==> src/rtl/sd_ddr_rx_deframer_if.sv <==
// Bus bundle between the SD DAT[3:0] DDR capture cells / host logic and the
// receive deframer: captured nibbles and arm in, byte stream and status out.
interface sd_ddr_rx_deframer_if;
   logic [3:0] q0;
   logic [3:0] q1;
   logic       arm;
   logic       busy;
   logic [7:0] byte_data;
   logic       byte_valid;
   logic       block_done;
   logic       crc_err;
   logic       end_err;
   logic       timeout;

   modport master (
      output q0, q1, arm,
      input  busy, byte_data, byte_valid, block_done, crc_err, end_err, timeout
   );

   modport slave (
      input  q0, q1, arm,
      output busy, byte_data, byte_valid, block_done, crc_err, end_err, timeout
   );
endinterface

==> src/rtl/sd_ddr_rx_deframer.sv <==
// SD 4-bit DDR read-block deframer: waits for the start bit, emits BLOCK_BYTES
// bytes, checks 8 per-lane/per-edge CRC16-CCITT streams and the end bit.
module sd_ddr_rx_deframer #(
   parameter int BLOCK_BYTES    = 512,
   parameter int TIMEOUT_CYCLES = 65535
) (
   input logic                 clk,
   input logic                 RSTB,
   sd_ddr_rx_deframer_if.slave bus
);
   localparam int BCW = (BLOCK_BYTES > 1) ? $clog2(BLOCK_BYTES) : 1;
   localparam int TCW = (TIMEOUT_CYCLES > 1) ? $clog2(TIMEOUT_CYCLES) : 1;
   localparam logic [BCW-1:0] LAST_BYTE = BCW'(BLOCK_BYTES - 1);
   localparam logic [TCW-1:0] LAST_WAIT = TCW'(TIMEOUT_CYCLES - 1);

   typedef enum logic [2:0] {
      ST_IDLE,
      ST_WAIT_START,
      ST_DATA,
      ST_CRC,
      ST_END
   } state_t;

   state_t            state_q, state_d;
   logic [BCW-1:0]    byte_cnt_q, byte_cnt_d;
   logic [TCW-1:0]    wait_cnt_q, wait_cnt_d;
   logic [3:0]        bit_cnt_q, bit_cnt_d;
   logic [7:0][15:0]  crc_q, crc_d;
   logic [7:0]        byte_data_q, byte_data_d;
   logic              byte_valid_q, byte_valid_d;
   logic              busy_q, busy_d;
   logic              block_done_q, block_done_d;
   logic              timeout_q, timeout_d;
   logic              crc_err_q, crc_err_d;
   logic              end_err_q, end_err_d;

   // One serial step of CRC16-CCITT (x^16+x^12+x^5+1), data fed at the top.
   function automatic logic [15:0] crc16_step(input logic [15:0] crc, input logic din);
      logic fb;
      fb = crc[15] ^ din;
      return {crc[14:0], 1'b0} ^ (fb ? 16'h1021 : 16'h0000);
   endfunction

   always_comb begin
      state_d      = state_q;
      byte_cnt_d   = byte_cnt_q;
      wait_cnt_d   = wait_cnt_q;
      bit_cnt_d    = bit_cnt_q;
      crc_d        = crc_q;
      byte_data_d  = byte_data_q;
      byte_valid_d = 1'b0;
      busy_d       = busy_q;
      block_done_d = 1'b0;
      timeout_d    = 1'b0;
      crc_err_d    = crc_err_q;
      end_err_d    = end_err_q;

      // Streams 0..3 follow the rising-edge nibble, 4..7 the falling-edge one.
      if (state_q == ST_DATA || state_q == ST_CRC) begin
         for (int n = 0; n < 4; n++) begin
            crc_d[n]     = crc16_step(crc_q[n], bus.q0[n]);
            crc_d[n + 4] = crc16_step(crc_q[n + 4], bus.q1[n]);
         end
      end

      case (state_q)
         ST_IDLE: begin
            if (bus.arm) begin
               state_d    = ST_WAIT_START;
               busy_d     = 1'b1;
               crc_err_d  = 1'b0;
               end_err_d  = 1'b0;
               wait_cnt_d = '0;
               crc_d      = '0;
            end
         end
         ST_WAIT_START: begin
            if (bus.q0 == 4'h0 && bus.q1 == 4'h0) begin
               state_d    = ST_DATA;
               byte_cnt_d = '0;
            end else if (wait_cnt_q == LAST_WAIT) begin
               state_d   = ST_IDLE;
               timeout_d = 1'b1;
               busy_d    = 1'b0;
            end else begin
               wait_cnt_d = wait_cnt_q + 1'b1;
            end
         end
         ST_DATA: begin
            byte_data_d  = {bus.q0, bus.q1};
            byte_valid_d = 1'b1;
            if (byte_cnt_q == LAST_BYTE) begin
               state_d   = ST_CRC;
               bit_cnt_d = '0;
            end else begin
               byte_cnt_d = byte_cnt_q + 1'b1;
            end
         end
         ST_CRC: begin
            if (bit_cnt_q == 4'd15) begin
               state_d = ST_END;
            end else begin
               bit_cnt_d = bit_cnt_q + 4'd1;
            end
         end
         ST_END: begin
            end_err_d    = !(bus.q0 == 4'hF && bus.q1 == 4'hF);
            crc_err_d    = (crc_q != '0);
            block_done_d = 1'b1;
            busy_d       = 1'b0;
            state_d      = ST_IDLE;
         end
         default: begin
            state_d = ST_IDLE;
            busy_d  = 1'b0;
         end
      endcase
   end

   always_ff @(posedge clk) begin
      if (RSTB) begin
         state_q      <= ST_IDLE;
         byte_cnt_q   <= '0;
         wait_cnt_q   <= '0;
         bit_cnt_q    <= '0;
         crc_q        <= '0;
         byte_data_q  <= 8'h00;
         byte_valid_q <= 1'b0;
         busy_q       <= 1'b0;
         block_done_q <= 1'b0;
         timeout_q    <= 1'b0;
         crc_err_q    <= 1'b0;
         end_err_q    <= 1'b0;
      end else begin
         state_q      <= state_d;
         byte_cnt_q   <= byte_cnt_d;
         wait_cnt_q   <= wait_cnt_d;
         bit_cnt_q    <= bit_cnt_d;
         crc_q        <= crc_d;
         byte_data_q  <= byte_data_d;
         byte_valid_q <= byte_valid_d;
         busy_q       <= busy_d;
         block_done_q <= block_done_d;
         timeout_q    <= timeout_d;
         crc_err_q    <= crc_err_d;
         end_err_q    <= end_err_d;
      end
   end

   assign bus.busy       = busy_q;
   assign bus.byte_data  = byte_data_q;
   assign bus.byte_valid = byte_valid_q;
   assign bus.block_done = block_done_q;
   assign bus.timeout    = timeout_q;
   assign bus.crc_err    = crc_err_q;
   assign bus.end_err    = end_err_q;
endmodule

==> src/flat_wrapper.sv <==
// flat-port wrapper written by rule: the top's interface ports become plain ports
module sd_ddr_rx_deframer_flat 
#(
   parameter int BLOCK_BYTES    = 512,
   parameter int TIMEOUT_CYCLES = 65535
)
  (clk, RSTB, bus_q0, bus_q1, bus_arm, bus_busy, bus_byte_data, bus_byte_valid, bus_block_done, bus_crc_err, bus_end_err, bus_timeout);
  sd_ddr_rx_deframer_if bus_i ();
  input logic clk;
  input logic RSTB;
  input wire logic [$bits(bus_i.q0)-1:0] bus_q0;
  input wire logic [$bits(bus_i.q1)-1:0] bus_q1;
  input wire logic [$bits(bus_i.arm)-1:0] bus_arm;
  output wire logic [$bits(bus_i.busy)-1:0] bus_busy;
  output wire logic [$bits(bus_i.byte_data)-1:0] bus_byte_data;
  output wire logic [$bits(bus_i.byte_valid)-1:0] bus_byte_valid;
  output wire logic [$bits(bus_i.block_done)-1:0] bus_block_done;
  output wire logic [$bits(bus_i.crc_err)-1:0] bus_crc_err;
  output wire logic [$bits(bus_i.end_err)-1:0] bus_end_err;
  output wire logic [$bits(bus_i.timeout)-1:0] bus_timeout;
  assign bus_i.q0 = bus_q0;
  assign bus_i.q1 = bus_q1;
  assign bus_i.arm = bus_arm;
  assign bus_busy = bus_i.busy;
  assign bus_byte_data = bus_i.byte_data;
  assign bus_byte_valid = bus_i.byte_valid;
  assign bus_block_done = bus_i.block_done;
  assign bus_crc_err = bus_i.crc_err;
  assign bus_end_err = bus_i.end_err;
  assign bus_timeout = bus_i.timeout;
  sd_ddr_rx_deframer #(.BLOCK_BYTES(BLOCK_BYTES), .TIMEOUT_CYCLES(TIMEOUT_CYCLES)) u_core (.clk(clk), .RSTB(RSTB), .bus(bus_i));
endmodule
==> config.mk <==
export PLATFORM = sky130hd
export DESIGN_NAME = sd_ddr_rx_deframer_flat
export DESIGN_NICKNAME = d
export VERILOG_FILES = /design/src/rtl/sd_ddr_rx_deframer_if.sv /design/src/rtl/sd_ddr_rx_deframer.sv /design/src/flat_wrapper.sv
export SDC_FILE = /design/constraint.sdc
export NUM_CORES = 1
export LEC_CHECK = 0
export ABC_AREA = 1
export CORE_AREA = 2 2 159 161
export CTS_CLUSTER_DIAMETER = 40
export DETAILED_ROUTE_END_ITERATION = 6
export DIE_AREA = 0 0 161 163
export DONT_BUFFER_PORTS = 1
export SYNTH_ARGS = -nofsm -noshare
export SYNTH_HDL_FRONTEND = slang
export SYNTH_SLANG_ARGS = --single-unit
==> constraint.sdc <==
create_clock -name clk -period 4.5 [get_ports clk]
set_input_delay 0.9 -clock clk [delete_from_list [all_inputs] [get_ports clk]]
set_output_delay 0.9 -clock clk [all_outputs]
set_load 0.02 [all_outputs]
Yosys cells after proc, flatten, opt, wreduce, memory -nomap -nowiden
Cells that the tools add are included.
{ "op_classes": {"n_reduce_logical": 20, "multipliers": 0, "bitwise": 18, "n_lt_le_gt_ge": 0, "shift": 0, "mux": 37, "n_eq_ne": 19, "div": 0, "add_sub_neg": 3} }
{ "op_table": {"columns": ["cell", "count"], "rows": [
  ["two-way mux 128 bit", 3],
  ["nonzero test 128 bit", 1],
  ["XOR 16 bit", 8],
  ["two-way mux 13 bit", 8],
  ["two-way mux 16 bit", 3],
  ["one-hot mux 16 bit (2 select lines)", 1],
  ["two-way mux 9 bit", 2],
  ["one-hot mux 9 bit (2 select lines)", 1],
  ["adder 16 x 1 -> 16 bit, second input constant", 1],
  ["== test 16 bit, second input constant", 1],
  ["two-way mux 3 bit", 5],
  ["!= test 2 bit, second input constant", 7],
  ["== test 4 bit, second input constant", 3],
  ["one-hot mux 3 bit (4 select lines)", 1],
  ["AND reduction 4 bit", 3],
  ["adder 9 x 1 -> 9 bit, second input constant", 1],
  ["== test 9 bit, second input constant", 1],
  ["logical NOT 4 bit", 2],
  ["two-way mux 4 bit", 2],
  ["one-hot mux 4 bit (2 select lines)", 1],
  ["nonzero test 2 bit", 4],
  ["XOR 1 bit", 8],
  ["two-way mux 1 bit", 7],
  ["== test 3 x 2 -> 1 bit, second input constant", 2],
  ["other kinds (16)", 21]
]} }
{ "totals": {"ram_bits": 0, "mem_count": 0, "romBits": 0, "regBits": 174, "out_inout_bits": 14, "latchBits": 0, "elab_cells": 116, "inputBits": 11} }

Depth between registers and ports, before layout
Gate-level depths: netlist (run 1).
{ "depth": {"word_depth": 6, "depth_mapped": 12, "depth_no_buf": 12} }

Worst setup path before layout (run 1)
Ideal clock, no wire load.
{ "synth_path": {"path_type": "input -> register", "start": "input port RSTB", "end": "register u_core.crc_q[112] (netlist bit)", "required_time_ns": 4.363, "cell_stages": 6, "arrival_ns": 1.799, "setup_ns": 0.137, "path_buffers": 3, "path_slack_ns": 2.563, "path_cell_list": "buf_2 clkinv_1 nand2_1 buf_2 buf_2 a211oi_1"} }
{ "synth_lines": {"columns": ["item", "line", "source"], "rows": [
  ["from (decl)", "flat_wrapper.sv:10", "input logic RSTB;"],
  ["to (signal assigned)", "sd_ddr_rx_deframer.sv:139", "crc_q <= crc_d;"],
  ["to (decl)", "sd_ddr_rx_deframer.sv:28", "logic [7:0][15:0] crc_q, crc_d;"]
]} }

Final worst setup path (run 1)
{ "layout_path": {"start": "register u_core.state_q[1]", "end": "register u_core.crc_q[56] (netlist bit)"} }
{ "layout_via": {"elab_chain_cells": 5, "elab_cells_between_ends": 7, "cone_classes": "eq/ne: 2; mux: 3; reduce/logical: 2"} }
{ "layout_rtl": {"columns": ["item", "line", "source"], "rows": [
  ["from (decl)", "sd_ddr_rx_deframer.sv:24", "state_t state_q, state_d;"],
  ["from (signal assigned)", "sd_ddr_rx_deframer.sv:135", "state_q <= state_d;"],
  ["== test 3 x 2 -> 1 bit", "sd_ddr_rx_deframer.sv:59", "if (state_q == ST_DATA || state_q == ST_CRC) begin"],
  ["logical OR 1 bit", "sd_ddr_rx_deframer.sv:59", null],
  ["two-way mux 128 bit", "sd_ddr_rx_deframer.sv:59", null],
  ["two-way mux 128 bit", "sd_ddr_rx_deframer.sv:68", "if (bus.arm) begin"],
  ["two-way mux 128 bit (*)", "sd_ddr_rx_deframer.sv:66", "case (state_q)"]
]} }
Mark *: on every way between the ends. The rest lies on a longest branch, timed or not.
A chain may end at the register's enable or synchronous reset.

==> results of run 1 <==
-- power by group --
part | internal (W) | switching, W | leakage, nW | total (W)
Combinational | 0.000573 | 0.00113 | 1.57 | 0.00171
Clock | 0.000779 | 0.000622 | 0.265 | 0.00140
Sequential | 0.00186 | 0.000261 | 1.42 | 0.00213
Total | 0.00322 | 0.00202 | 3.25 | 0.00523
-- state kept, by name, summed over array words and instances (netlist names) --
name	count
u_core.bit_cnt_q	4
u_core.bus.end_err	1
u_core.wait_cnt_q	16
u_core.bus.byte_data	8
u_core.state_q	3
u_core.bus.block_done	1
u_core.bus.timeout	1
u_core.byte_cnt_q	9
u_core.bus.busy	1
u_core.bus.crc_err	1
u_core.crc_q	128
u_core.bus.byte_valid	1
-- metrics by stage --
| stage | util | cells | total power [W] | hold slack (ns) | setup WS [ns] |
|---|---|---|---|---|---|
| CTS | 0.334 | 1322 | 0.00530 | 0.479 | 1.84 |
| global route | 0.334 | 1322 | 0.00566 | 0.493 | 1.59 |
| detailed placement | 0.312 | 1292 | 0.00389 | 0.467 | 1.60 |
| finish | 0.334 | 1322 | 0.00523 | 0.480 | 1.90 |
| floorplan | - | 1005 | 0.00356 | 0.452 | 2.56 |
| global placement | 0.312 | 1292 | 0.00386 | 0.464 | 1.67 |
-- placed cells by master, fill, tap and decap left out, types with 5 or more instances in the layout --
cell	Yosys	layout
a211oi_1	71	71
a21oi_1	30	30
a21oi_2	6	6
clkbuf_16	0	17
dfxtp_1	174	174
ha_1	5	5
inv_1	78	78
nand2_1	114	113
nand2_2	8	7
nand3_1	32	32
nand4_1	7	7
nor2_1	294	294
nor3_1	49	49
o21ai_0	34	34
xnor2_1	9	9
xor2_1	24	24
-- critical path, delay by kind of cell (launching register included) --
kind	cells	cell delay, ns
flip-flops	1	0.49
AND/OR/NAND/NOR	2	0.46
buffers and inverters	2	1.30
AO/OA/AOI/OAI	1	0.21
-- layout make-up --
class	instances	area, um2	share of cell area
clock inverter	11	111	0.0135
timing repair buffer	3	22.5	0.00273
inverter	82	313	0.0379
multi-input combinational	703	3470	0.420
clock buffer	19	443	0.0537
tap	330	413	0.0500
sequential	174	3480	0.422
-- cells by family after synthesis --
kind of cell	count (synthesis)	share of synthesized area
xor+xnor	33	0.0387
buf+inv	128	0.0707
fa+ha+maj	5	0.00838
flops	174	0.467
simple gates	516	0.287
compound gates	149	0.129
-- per-layer routing --
metal,routed length [um],vias up,part of all wire
met4,135,0,0.0088
met5,0,-,0
met1,7890,2779,0.51
li1,-,3198,-
met3,662,11,0.043
met2,6710,56,0.44
-- worst min-delay path by stage --
| stage | cells past startpoint | to | slack (ns) |
|---|---|---|---|
| 2_1_floorplan | 2 | u_core.crc_q[11] | 0.45 |
| 3_3_place_gp | 2 | u_core.crc_q[78] | 0.46 |
| 3_5_place_dp | 2 | u_core.crc_q[6] | 0.47 |
| 4_1_cts | 2 | u_core.crc_q[118] | 0.48 |
| 5_1_grt | 2 | u_core.crc_q[6] | 0.49 |
| 6_report | 2 | u_core.crc_q[93] | 0.48 |
==> impl_metrics.py, run 1 <==
metrics = {
    "die": {
        "die_y_um": 163,
        "dieWidth_um": 161,
        "die-area_um2": 26200,
        "placement_rows": 58,
        "initial_utilization": 0.303,
        "design.core.area_um2": 24700,
        "boundaryPins": 25,
    },
    "power": {
        "static-leakage-power_nw": 3.25,
        "worst_case_vdd_ir_drop_v": 0.000323,
        "powerDensity_nw_per_um2": 634,
    },
    "critical_path": {
        "worst_setup_path_endpoint": "u_core.crc_q[56]",
        "startpoint": "u_core.state_q[1]",
        "worst_setup_path_start_kind": "register",
        "cp_slowest_cell": "inv_4",
        "timing.reg2reg.worst_path_depth": 5,
        "crit-reg2reg-launch": "u_core.state_q[1]",
        "r2r-end": "u_core.crc_q[56]",
        "worstPathRequired_ns": 4.84,
        "timing_worst_setup_path_type": "register to register",
        "path_max_fanout": 100,
        "cp-end-kind": "register",
        "worstPathArrival_ns": 2.94,
        "critPathMaxStageDelay_ns": 0.83,
        "timing.reg2reg.setup_slack_ns": 1.90,
        "timing.critical_path.cells": "nand2_4, inv_4, buf_4, nor2_1, a211oi_1",
    },
    "cts": {
        "cts_root_buffer": "clkbuf_16",
        "max-clock-path-buffers": 2,
        "postCtsSetupBuffers": 0,
        "clk_pin_slew_worst_paths_ns": 0.07,
        "cts_hold_repair.buffers": 0,
        "cts.sink_count": 174,
        "cts_inserted_buffers": 17,
        "postCtsResizedCells": 0,
        "clock_tree.htree_level_count": 4,
        "worstSkewPairLatency_ns": 0.43,
        "tritoncts_clock_tree": "built",
    },
    "final_layout": {
        "fin_area_um2": 8250,
        "final_layout_size_suffix_gt1_frac": 0.0595,
        "num_antenna_cells": 0,
        "net_total_in_the_final_layout": 997,
        "fillers": 2680,
        "area_growth_syn_to_layout_pct": 10.5,
    },
    "global_routing": {
        "grt_pass1_vias": 5516,
        "routing_usage_on_met3": 0.0357,
        "global_route.usage.total": 0.122,
        "antenna_found_initial": 0,
        "gr-usage-met2": 0.193,
        "global_route.overflow_total": 0,
        "gr-usage-met1": 0.163,
        "grt_pass1_wl_um": 26200,
        "grt-busiest-layer": "met2",
        "grt_start_max_net_pins": 101,
    },
    "place": {
        "io_buffer_count": 0,
        "detailed_place.area_um2": 7700,
        "dp.final_hpwl_um": 10100,
        "globalplace.congestion": 0.788,
    },
    "routing": {
        "via_count": 6044,
        "detail_route.iter0.violations": 445,
        "drc": 0,
        "detail_route.first_pass.iterations": 4,
        "post_drt_wl_per_cell_um": 11.6,
        "drt_wl_total_um": 15400,
        "antenna_left": 0,
        "vias_per_cell": 4.57,
    },
    "status": {
        "status": "complete, no violations",
    },
    "sta": {
        "worst_slew_margin_rel": 0.368,
        "report.final.setup_viol": 0,
        "grt_setup_unrepaired": "no",
        "layout_min_cycle_time_ns": 2.60,
        "fmax_mhz": 384,
        "report.final.hold_viol_count": 0,
        "min_period_over_period": 0.578,
        "worst_slew_pin_slew_ns": 0.948,
        "tns_ns": 0,
        "final-max-slew-violation-count": 0,
        "fin_skew_ns": 0.0105,
    },
    "synth": {
        "synth_top_area_share": 0.467,
        "asyncSetResetFlopFracSynth": 0,
        "synth_seq_area_share": 0.467,
        "synth.ff_latch_count": 174,
        "yosys_warning_total": 0,
        "yosys.area.top_type": "dfxtp_1",
        "synth.top_cells.by_count": "nor2_1 (294), dfxtp_1 (174), nand2_1 (114), inv_1 (78), a211oi_1 (71)",
        "synth-edff-count": 0,
        "synth_nets": 1021,
        "synth-main-ff-cell": "dfxtp_1",
        "average_instance_area_after_synthesis_um2": 7.43,
        "synthesis.instances": 1005,
        "yosysMostFrequentCell": "nor2_1",
        "synth.cell_area_um2": 7470,
        "ys_top_cells_by_area": "dfxtp_1 (47%), nor2_1 (15%), a211oi_1 (7.1%), nand2_1 (5.7%), inv_1 (3.9%)",
        "yosys.cell_types.count": 34,
    },
    "job": {
        "max_cap_violations": 0,
    },
    "hold_path": {
        "hp-class": "register to register",
        "timing.hold.worst.start": "u_core.crc_q[93]",
    },
}
(Power assumes the default switching activity.)
==> inputs of run 2 (changes only) <==
--- a/config.mk
+++ b/config.mk
@@ -5,11 +5,11 @@
 export SDC_FILE = /design/constraint.sdc
 export NUM_CORES = 1
 export LEC_CHECK = 0
-export ABC_AREA = 1
-export CORE_AREA = 2 2 159 161
+export ABC_AREA = 0
+export CORE_AREA = 2 2 155 157
 export CTS_CLUSTER_DIAMETER = 40
 export DETAILED_ROUTE_END_ITERATION = 6
-export DIE_AREA = 0 0 161 163
+export DIE_AREA = 0 0 157 159
 export DONT_BUFFER_PORTS = 1
 export SYNTH_ARGS = -nofsm -noshare
 export SYNTH_HDL_FRONTEND = slang
==> constraint.sdc (replaced) <==
create_clock -name clk -period 2.6 [get_ports clk]
set_input_delay 0.52 -clock clk [delete_from_list [all_inputs] [get_ports clk]]
set_output_delay 0.52 -clock clk [all_outputs]
set_load 0.02 [all_outputs]
==> impl_metrics.py, run 2 <==
metrics = {
    "critical_path": {
        "timing.reg2reg.worst_path_depth": 8,
        "worstPathArrival_ns": 2.60,
        "timing.reg2reg.setup_slack_ns": 0.36,
        "worst_setup_path_start_kind": "register",
        "cp-end-kind": "register",
        "crit-reg2reg-launch": "u_core.byte_cnt_q[0]",
        "worstPathRequired_ns": 2.96,
        "timing_worst_setup_path_type": "register to register",
        "path_max_fanout": 11,
        "r2r-end": "u_core.byte_cnt_q[4]",
    },
    "sta": {
        "fmax_mhz": 447,
        "worst_slew_pin_slew_ns": 0.848,
        "fin_skew_ns": 0.00702,
        "grt_setup_unrepaired": "no",
        "min_period_over_period": 0.861,
        "tns_ns": 0,
        "report.final.setup_viol": 0,
        "worst_slew_margin_rel": 0.432,
        "report.final.hold_viol_count": 0,
        "layout_min_cycle_time_ns": 2.24,
        "final-max-slew-violation-count": 0,
    },
    "cts": {
        "postCtsSetupBuffers": 0,
        "worstSkewPairLatency_ns": 0.43,
        "postCtsResizedCells": 0,
        "max-clock-path-buffers": 2,
        "clk_pin_slew_worst_paths_ns": 0.07,
        "cts.sink_count": 174,
        "clock_tree.htree_level_count": 4,
        "cts_root_buffer": "clkbuf_16",
        "cts_hold_repair.buffers": 0,
        "cts_inserted_buffers": 17,
        "tritoncts_clock_tree": "built",
    },
    "die": {
        "die-area_um2": 25000,
        "initial_utilization": 0.305,
        "design.core.area_um2": 23200,
        "die_y_um": 159,
        "dieWidth_um": 157,
        "placement_rows": 56,
        "boundaryPins": 25,
    },
    "routing": {
        "via_count": 5888,
        "vias_per_cell": 4.90,
        "drt_wl_total_um": 16200,
        "antenna_left": 0,
        "detail_route.first_pass.iterations": 4,
        "post_drt_wl_per_cell_um": 13.5,
        "drc": 0,
        "detail_route.iter0.violations": 420,
    },
    "synth": {
        "synth_nets": 911,
        "synth.top_cells.by_count": "nand2_1 (263), dfxtp_1 (174), a21oi_1 (131), nor2_1 (50), clkbuf_1 (44)",
        "synth_top_area_share": 0.492,
        "ys_top_cells_by_area": "dfxtp_1 (49%), nand2_1 (14%), a21oi_1 (9.3%), nor4_1 (3.3%), xor2_1 (3.2%)",
        "synth_seq_area_share": 0.492,
        "average_instance_area_after_synthesis_um2": 7.90,
        "synth-edff-count": 0,
        "yosysMostFrequentCell": "nand2_1",
        "synth.ff_latch_count": 174,
        "yosys.area.top_type": "dfxtp_1",
        "synth.cell_area_um2": 7070,
        "asyncSetResetFlopFracSynth": 0,
        "synth-main-ff-cell": "dfxtp_1",
        "synthesis.instances": 895,
        "yosys.cell_types.count": 48,
        "yosys_warning_total": 0,
    },
    "global_routing": {
        "global_route.usage.total": 0.133,
        "grt-busiest-layer": "met2",
        "antenna_found_initial": 0,
        "routing_usage_on_met3": 0.0367,
        "grt_start_max_net_pins": 129,
        "grt_pass1_wl_um": 27200,
        "global_route.overflow_total": 0,
        "gr-usage-met1": 0.192,
        "gr-usage-met2": 0.195,
        "grt_pass1_vias": 5208,
    },
    "power": {
        "power.switching_w": 0.00206,
        "power.share.combinational": 0.163,
        "cell_internal_pwr_w": 0.00468,
        "static-leakage-power_nw": 2.70,
        "p_clk_frac": 0.404,
        "sequentialPowerShare": 0.433,
        "powerDensity_nw_per_um2": 835,
        "power.switching_fraction": 0.305,
        "report.power.total_w": 0.00673,
        "worst_case_vdd_ir_drop_v": 0.000478,
    },
    "hold_path": {
        "number_of_cells_traversed_by_the_worst_hold_path": 1,
        "timing.hold.worst.start": "RSTB",
        "end_of_the_worst_hold_path": "u_core.bus.byte_data[7]",
        "hp-class": "input pin to register",
    },
    "final_layout": {
        "final_layout_size_suffix_gt1_frac": 0.0612,
        "net_total_in_the_final_layout": 886,
        "area_growth_syn_to_layout_pct": 14.0,
        "num_antenna_cells": 0,
        "largest_register_ff_count": 128,
        "max_flop_register": "u_core.crc_q",
        "mostFrequentLayoutCells": "nand2_1 (263), dfxtp_1 (174), a21oi_1 (131), nor2_1 (50), nor4_1 (37)",
        "leading_cell_type_in_the_layout_fill_and_taps_excluded": "nand2_1",
        "fillers": 2420,
        "largest_registers": "u_core.crc_q: 128 flops, u_core.wait_cnt_q: 16 flops, u_core.byte_cnt_q: 9 flops",
    },
    "status": {
        "status": "complete, no violations",
    },
    "place": {
        "io_buffer_count": 0,
        "dp.final_hpwl_um": 10400,
        "globalplace.congestion": 0.747,
    },
    "job": {
        "max_cap_violations": 0,
    },
}
==> run 2: changes by cell type after synthesis, moves of 8 or more <==
cell      delta
a211oi_1    -69
a21oi_1    +101
buf_2       -17
clkbuf_1    +28
inv_1       -71
mux2i_1     +10
nand2_1    +149
nand2_2      -8
nand3_1     -17
nand4_1      +9
nor2_1     -244
nor3_1      -31
nor4_1      +37
o21ai_0     -18
==> run 2: per-stage QoR <==
stage	hold slack (ns)	util	cell area, um2	instances	worst slack (ns)
finish	0.160	0.348	8060	1202	0.361
detailed placement	0.459	0.320	7430	1170	0.375
floorplan	0.441	-	7070	895	0.454
global placement	0.453	0.320	7430	1170	0.437
CTS	0.140	0.348	8060	1202	0.360
global route	0.140	0.348	8060	1202	0.0831
==> run 2: how the worst max path moves through the flow <==
stage | from | endpoint | depth (start not counted)
2_1_floorplan | u_core.byte_cnt_q[0] | u_core.byte_cnt_q[4] | 9
3_3_place_gp | u_core.byte_cnt_q[0] | u_core.byte_cnt_q[7] | 9
4_1_cts | u_core.byte_cnt_q[0] | u_core.byte_cnt_q[7] | 9
3_5_place_dp | u_core.byte_cnt_q[0] | u_core.byte_cnt_q[7] | 9
6_report | u_core.byte_cnt_q[0] | u_core.byte_cnt_q[4] | 8
5_1_grt | u_core.byte_cnt_q[0] | u_core.byte_cnt_q[7] | 9
==> run 2: critical path: stages, from the launching register on <==
cell     delay (ns)
dfxtp_1        0.34
ha_1           0.24
nand3_1        0.09
nor2_1         0.05
ha_1           0.22
nor4b_1        0.38
a31oi_1        0.26
or3_1          0.46
a21oi_1        0.14
==> run 2: final cells by class <==
| class | instances | area [um2] | share of cell area |
|---|---|---|---|
| inverters | 7 | 26.3 | 0.00326 |
| well taps | 319 | 399 | 0.0495 |
| clock inverters | 13 | 181 | 0.0225 |
| multi-input cells | 659 | 3380 | 0.419 |
| repair buffers | 11 | 145 | 0.0180 |
| clock buffers | 19 | 453 | 0.0562 |
| flip-flops and latches | 174 | 3480 | 0.432 |
==> run 2: per-layer routing <==
layer	vias up	routed length, um
met5	-	0
met4	0	161
met3	16	762
met2	78	7130
met1	2785	8160
li1	3009	-
==> run 2: logic make-up after synthesis <==
family	Yosys count	synth area share
DFF	174	0.492
AOI/OAI and AO/OA	175	0.135
buffers and inverters	62	0.0336
adders and majority gates	5	0.00884
xor gates and xnor gates	31	0.0384
muxes	10	0.0141
and+or+nand+nor	438	0.278
==> run 2: power groups by stage <==
stage               Combinational [W]  Clock (W)  Sequential, W
CTS                           0.00110    0.00279        0.00291
floorplan                    0.000828          0        0.00292
detailed placement            0.00110          0        0.00297
global placement              0.00111          0        0.00297
finish                        0.00110    0.00272        0.00291
global route                  0.00122    0.00289        0.00293
